### src/rtl/switch_mcu_pkg.sv
// Shared definitions for the switch MCU core: request encodings, merge modes,
// flush-controller state and the default instruction-boundary phase.
package switch_mcu_pkg;

    typedef enum int unsigned {
        FLUSH_DISABLE = 0,
        FLUSH_CYCLE1  = 1,
        FLUSH_CYCLE2  = 2
    } flush_req_e;

    typedef enum int unsigned {
        MERGE_MAX = 0,
        MERGE_ACC = 1
    } merge_mode_e;

    typedef enum logic {
        ST_IDLE  = 1'b0,
        ST_FLUSH = 1'b1
    } flush_state_e;

    localparam int unsigned DEF_TRIG_CNT = 4;

endpackage

### src/rtl/switch_mcu_sat_cnt.sv
// Saturating up-counter with synchronous clear; clear takes priority over increment.
module switch_mcu_sat_cnt #(
    parameter int unsigned W = 16
) (
    input  logic         in_clk,
    input  logic         in_rst,
    input  logic         in_inc,
    input  logic         in_clr,
    output logic [W-1:0] out_cnt
);

    always_ff @(posedge in_clk or posedge in_rst) begin
        if (in_rst) begin
            out_cnt <= '0;
        end else if (in_clr) begin
            out_cnt <= '0;
        end else if (in_inc && (out_cnt != '1)) begin
            out_cnt <= out_cnt + 1'b1;
        end
    end

endmodule

### src/rtl/switch_mcu_ex_flush_ctrl.sv
// EX-stage flush/stall controller: samples flush requests at instruction
// boundaries, counts remaining flush periods and tracks stalled cycles.
module switch_mcu_ex_flush_ctrl
    import switch_mcu_pkg::*;
#(
    parameter  int unsigned CNT_W      = 4,
    parameter  int unsigned FLUSH_W    = 2,
    parameter  int unsigned TRIG_CNT   = DEF_TRIG_CNT,
    parameter  int unsigned MAX_FLUSH  = 3,
    parameter  int unsigned MERGE_MODE = MERGE_MAX,
    parameter  int unsigned PERF_W     = 16,
    localparam int unsigned REM_W      = $clog2(MAX_FLUSH + 1)
) (
    input  logic               in_clk,
    input  logic               in_rst,
    input  logic [CNT_W-1:0]   in_cycle_cnt,
    input  logic [FLUSH_W-1:0] in_flush,
    input  logic               in_abort,
    input  logic               in_perf_clr,
    output logic               out_stall,
    output logic [REM_W-1:0]   out_flush_remain,
    output logic               out_flush_done,
    output logic               out_sat,
    output logic [PERF_W-1:0]  out_perf_cnt
);

    // Arithmetic width holds any request, MAX_FLUSH and the MODE-1 sum.
    localparam int unsigned AW = ((FLUSH_W > REM_W) ? FLUSH_W : REM_W) + 1;

    if (TRIG_CNT >= (2 ** CNT_W)) begin : g_bad_trig
        $error("TRIG_CNT must be < 2**CNT_W");
    end
    if (MAX_FLUSH < 1) begin : g_bad_max
        $error("MAX_FLUSH must be >= 1");
    end

    flush_state_e     state_q, state_d;
    logic [REM_W-1:0] remain_q, remain_d;
    logic             done_q, done_d;
    logic             sat_q, sat_d;

    logic             boundary;
    logic [AW-1:0]    flush_w, max_w, req_w, base_w, sum_w, merged_w;
    logic             req_clip, sum_clip;

    assign boundary = (in_cycle_cnt == CNT_W'(TRIG_CNT));
    assign flush_w  = AW'(in_flush);
    assign max_w    = AW'(MAX_FLUSH);
    assign req_clip = (flush_w > max_w);
    assign req_w    = req_clip ? max_w : flush_w;
    assign base_w   = AW'(remain_q) - AW'(1);
    assign sum_w    = base_w + req_w;

    always_comb begin
        merged_w = '0;
        sum_clip = 1'b0;
        if (MERGE_MODE == MERGE_ACC) begin
            sum_clip = (sum_w > max_w);
            merged_w = sum_clip ? max_w : sum_w;
        end else begin
            merged_w = (base_w > req_w) ? base_w : req_w;
        end
    end

    always_comb begin
        state_d  = state_q;
        remain_d = remain_q;
        done_d   = 1'b0;
        sat_d    = 1'b0;
        if (in_abort) begin
            remain_d = '0;
            state_d  = ST_IDLE;
        end else if (boundary) begin
            if (remain_q == '0) begin
                remain_d = REM_W'(req_w);
                sat_d    = req_clip;
            end else begin
                remain_d = REM_W'(merged_w);
                sat_d    = req_clip | sum_clip;
                done_d   = (merged_w == '0);
            end
            state_d = (remain_d != '0) ? ST_FLUSH : ST_IDLE;
        end
    end

    always_ff @(posedge in_clk or posedge in_rst) begin
        if (in_rst) begin
            state_q  <= ST_IDLE;
            remain_q <= '0;
            done_q   <= 1'b0;
            sat_q    <= 1'b0;
        end else begin
            state_q  <= state_d;
            remain_q <= remain_d;
            done_q   <= done_d;
            sat_q    <= sat_d;
        end
    end

    assign out_stall        = (state_q == ST_FLUSH);
    assign out_flush_remain = remain_q;
    assign out_flush_done   = done_q;
    assign out_sat          = sat_q;

    switch_mcu_sat_cnt #(
        .W(PERF_W)
    ) u_perf_cnt (
        .in_clk (in_clk),
        .in_rst (in_rst),
        .in_inc (out_stall),
        .in_clr (in_perf_clr),
        .out_cnt(out_perf_cnt)
    );

endmodule

### config.mk
export PLATFORM = sky130hd
export DESIGN_NAME = switch_mcu_ex_flush_ctrl
export DESIGN_NICKNAME = d
export VERILOG_FILES = /design/src/rtl/switch_mcu_pkg.sv /design/src/rtl/switch_mcu_sat_cnt.sv /design/src/rtl/switch_mcu_ex_flush_ctrl.sv
export SDC_FILE = /design/constraint.sdc
export NUM_CORES = 1
export LEC_CHECK = 0
export ABC_AREA = 1
export CAP_MARGIN = 30
export CORE_MARGIN = 2
export CORE_UTILIZATION = 32
export CTS_CLUSTER_SIZE = 30
export DETAILED_ROUTE_END_ITERATION = 7
export GPL_TIMING_DRIVEN = 0
export HOLD_SLACK_MARGIN = 0.05
export SETUP_SLACK_MARGIN = 0.3
export SLEW_MARGIN = 20
export SYNTH_ARGS = -nofsm -noshare
export SYNTH_HDL_FRONTEND = slang
export SYNTH_HIERARCHICAL = 1
export SYNTH_SLANG_ARGS = --single-unit
### constraint.sdc
create_clock -name in_clk -period 4.6 [get_ports in_clk]
set_input_delay 0.46 -clock in_clk [delete_from_list [all_inputs] [get_ports in_clk]]
set_output_delay 0.46 -clock in_clk [all_outputs]
set_load 0.05 [all_outputs]
==> impl_metrics.csv <==
group,metric,value,unit
status,status,"finished, final reports clean",
global_routing,global_route.overflow_total,0,
detailed_routing,dr.max_layer_used,"met4",
critical_path,cp_data_required_time,4.14,ns
floorplanning,io_pins,31,
placed_design,port-buffer-count,29,
detailed_routing,drt_wl_total,3310,um
sta,maxSlewHeadroom,0.573,
critical_path,slowest_delay,0.84,ns
critical_path,r2r-start,"out_flush_remain[0]",
sta,final_critical_path_share_of_the_clock_period,0.439,
critical_path,critPathTopFamily,"buffers and inverters",
clock_tree,tritoncts_clock_tree,"yes",
clock_tree,cts.sink_count,20,
critical_path,worst_ep_arrival_time,1.56,ns
synth,adder_cell_area_share_of_the_yosys_netlist,0.0436,
clock_tree,cts-hold-fix-buffers,0,
synth,synth-compound-area-share,0.0235,
layout,syn_to_final_growth,29.7,%
synth,dominantRegCellSynth,"dfrtp_1",
clock_tree,cts-root-to-sink-buffers,2,
synth,synth_cells,211,
detailed_routing,drt-vias-per-instance,4.66,
layout,num_antenna_cells,0,
clock_tree,cts-buffers-inserted,3,
critical_path,cp_num_buf_inv,1,
power_and_ir_drop,cell_internal_pwr,0.000311,W
clock_tree,ctsRootBufferMaster,"clkbuf_8",
synth,synth.avg_cell_area,6.81,um2
synth,ys_warn_count,6,
clock_tree,cts_repair_resize_count,0,
power_and_ir_drop,max-vdd-ir-drop,0.138,mV
global_routing,first_global_vias,1257,
floorplanning,floorplan.initialDensity,0.332,
synth,synth-seq-area-share,0.348,
power_and_ir_drop,clock_power_share,0.440,
floorplanning,dieArea,5040,um2
clock_tree,cts_setup_buffers,0,
sta,timing_worst_slew_pin_value,0.640,ns
detailed_routing,dr_wl_met3,136,um
sta,clock.fmax,495,MHz
global_routing,antenna_found_initial,0,
global_routing,wire_length_of_the_first_global_routing_pass,5650,um
clock_tree,clkLatencyLatePin,0.26,ns
floorplanning,coreArea,4320,um2
critical_path,critical_path.max_fanout,6,
sta,setup_total_negative_slack,0,ns
global_routing,grt_max_degree,17,
synth,yosys.area_share.xor_xnor,0.0244,
worst_hold_path,worst_hold_path_type,"input port to asynchronous set/reset pin",
power_and_ir_drop,p_seq_frac,0.439,
sta,finalClockSkew,0.000886,ns
detailed_routing,drt_drc_violations_left,0,
layout,num-nets-final,260,
clock_tree,cts_htree_levels,1,
power_and_ir_drop,proportion_of_power_drawn_by_combinational_gates,0.120,
global_routing,global_route.usage.total,0.139,
placed_design,detailed_place_hpwl,2560,um
placed_design,finalWeightedCongestion,0.875,
synth,async_flop_share,1.00,
layout,final_layout_size_suffix_gt1_frac,0.0902,
clock_tree,clk_pin_slew_worst_paths,0.08,ns
critical_path,r2r_cells,11,
synth,synth_top_family_by_area,"simple AND/OR/NAND/NOR gates",
detailed_routing,met2_length,1510,um
critical_path,critical_path.endpoint_type,"output pin",
detailed_routing,detailed_route_wire_length_per_cell,11.2,um
power_and_ir_drop,powerDensity,218,nW/um2
flow_run,count_of_max_cap_constraint_violations,0,
floorplanning,floorplan.die.height,71.0,um
sta,setup_viol,0,
power_and_ir_drop,p_leak,0.930,nW
floorplanning,die_w,71.0,um
critical_path,critPathLaunchType,"flop",
floorplanning,rows,24,
critical_path,critical_path.reg2reg.endpoint,"out_stall",
critical_path,crit_type,"flop to output pin",
sta,timing_hold_violations_final,0,
sta,grt_setup_unrepaired,"false",
detailed_routing,detailroute.via_count,1380,
critical_path,register_to_register_setup_slack,2.80,ns
synth,synth_simple_gate_area_share,0.457,
critical_path,crit_chain,"clkdlybuf4s50_1",
critical_path,crit_path_top_delay_cell,"clkdlybuf4s50_1",
layout,final_util,0.431,
detailed_routing,wl_met1,1640,um
detailed_routing,initialDrtViolationCount,102,
synth,yosys.cell_types.count,29,
sta,final-max-slew-violation-count,0,
synth,synthesized_nets,226,
power_and_ir_drop,switchingPower,0.0000953,W
power_and_ir_drop,power_switching_share,0.234,
synth,synth_edf_count,0,
detailed_routing,drt_first_pass_iters,4,
detailed_routing,final_antenna_net_count,0,
synth,syn-cell-area,1440,um2
synth,ys_ff_latch,20,
synth,share_of_cell_area_taken_by_muxes_after_synthesis,0,
sta,finalWorstPathRequiredPeriod,2.02,ns
-- synth_stat cells (2+ instances only) --
cell type	number	area share
nand2_1	73	0.19
inv_1	27	0.071
nand3_1	21	0.073
nor2_1	21	0.055
dfrtp_1	20	0.35
nand4_1	11	0.048
ha_1	5	0.044
inv_2	3	0.0078
nor2_4	3	0.024
o21ai_1	3	0.010
nand2_2	2	0.0087
nand3b_1	2	0.010
nor2_2	2	0.0087
xnor2_1	2	0.012
xor2_1	2	0.012
-- layout by cell type (no fill, tap or decap), drive strengths merged --
cell type / instances
ha: 5
nand3: 22
dfrtp: 20
clkinv: 1
xnor2: 2
xor2: 2
nand4: 11
nand3b: 2
o21ai: 4
nor3: 2
buf: 4
clkdlybuf4s50: 29
clkbuf: 3
nor2: 27
inv: 30
a21oi: 2
nand2: 76
conb: 1
bufinv: 1
-- stage by stage --
step | setup WS, ns | hold slack (ns) | total power (W) | cell area, um2 | std cells
after floorplan | 2.62 | 0.226 | 0.000213 | 1440 | 211
after global placement | 2.65 | 0.542 | 0.000231 | 1790 | 292
after detailed placement | 2.61 | 0.550 | 0.000232 | 1790 | 292
after CTS | 2.54 | 0.396 | 0.000413 | 1860 | 296
after global routing | 2.52 | 0.431 | 0.000424 | 1860 | 296
final | 2.58 | 0.400 | 0.000407 | 1860 | 296
-- final cells by class --
| class | count | area [um2] |
|---|---|---|
| Inverter | 31 | 116 |
| Clock inverter | 1 | 30.0 |
| Multi-Input combinational cell | 156 | 792 |
| Buffer | 4 | 27.5 |
| Fill cell | 472 | 2460 |
| Timing Repair Buffer | 29 | 290 |
| Sequential cell | 20 | 500 |
| Clock buffer | 3 | 41.3 |
| Tap cell | 52 | 65.1 |
-- kinds of logic (layout without fill, tap and decap cells) --
logic type | Yosys count | after routing
fa+ha+maj | 5 | 5
other cells | 1 | 1
xor+xnor | 4 | 4
compound gates | 6 | 6
simple gates | 140 | 140
buf+inv | 35 | 68
flops | 20 | 20
-- power by group through the flow --
stage | registers, W | logic [W] | clock network (W)
after floorplan | 0.000187 | 0.0000264 | 0
after global placement | 0.000182 | 0.0000490 | 0
after detailed placement | 0.000182 | 0.0000495 | 0
after CTS | 0.000179 | 0.0000495 | 0.000185
after global routing | 0.000179 | 0.0000547 | 0.000191
final | 0.000179 | 0.0000490 | 0.000179
-- how the worst max path moves through the flow --
| stage | startpoint | endpoint | slack (ns) | depth (start not counted) |
|---|---|---|---|---|
| after floorplan | out_flush_remain[0] | out_stall | 2.62 | 10 |
| after global placement | in_flush[1] | out_stall | 2.65 | 10 |
| after detailed placement | in_flush[1] | out_flush_remain[0] | 2.61 | 10 |
| after CTS | u_perf_cnt/out_cnt[7] | out_perf_cnt[7] | 2.54 | 1 |
| after global routing | u_perf_cnt/out_cnt[7] | out_perf_cnt[7] | 2.52 | 1 |
| final | u_perf_cnt/out_cnt[2] | out_perf_cnt[2] | 2.58 | 1 |
-- flip-flops by register name, indices dropped and copies added, names as in the netlist --
| register | count |
|---|---|
| out_stall | 1 |
| out_flush_done | 1 |
| out_flush_remain | 2 |
| u_perf_cnt/out_cnt | 16 |
-- per-layer routing --
| metal | up-vias | GRT usage |
|---|---|---|
| met4 | 0 | 0.0440 |
| met5 | - | 0 |
| met3 | 2 | 0.0142 |
| met1 | 612 | 0.192 |
| li1 | 727 | - |
| met2 | 39 | 0.231 |
Power figures use the tool's default switching activity.
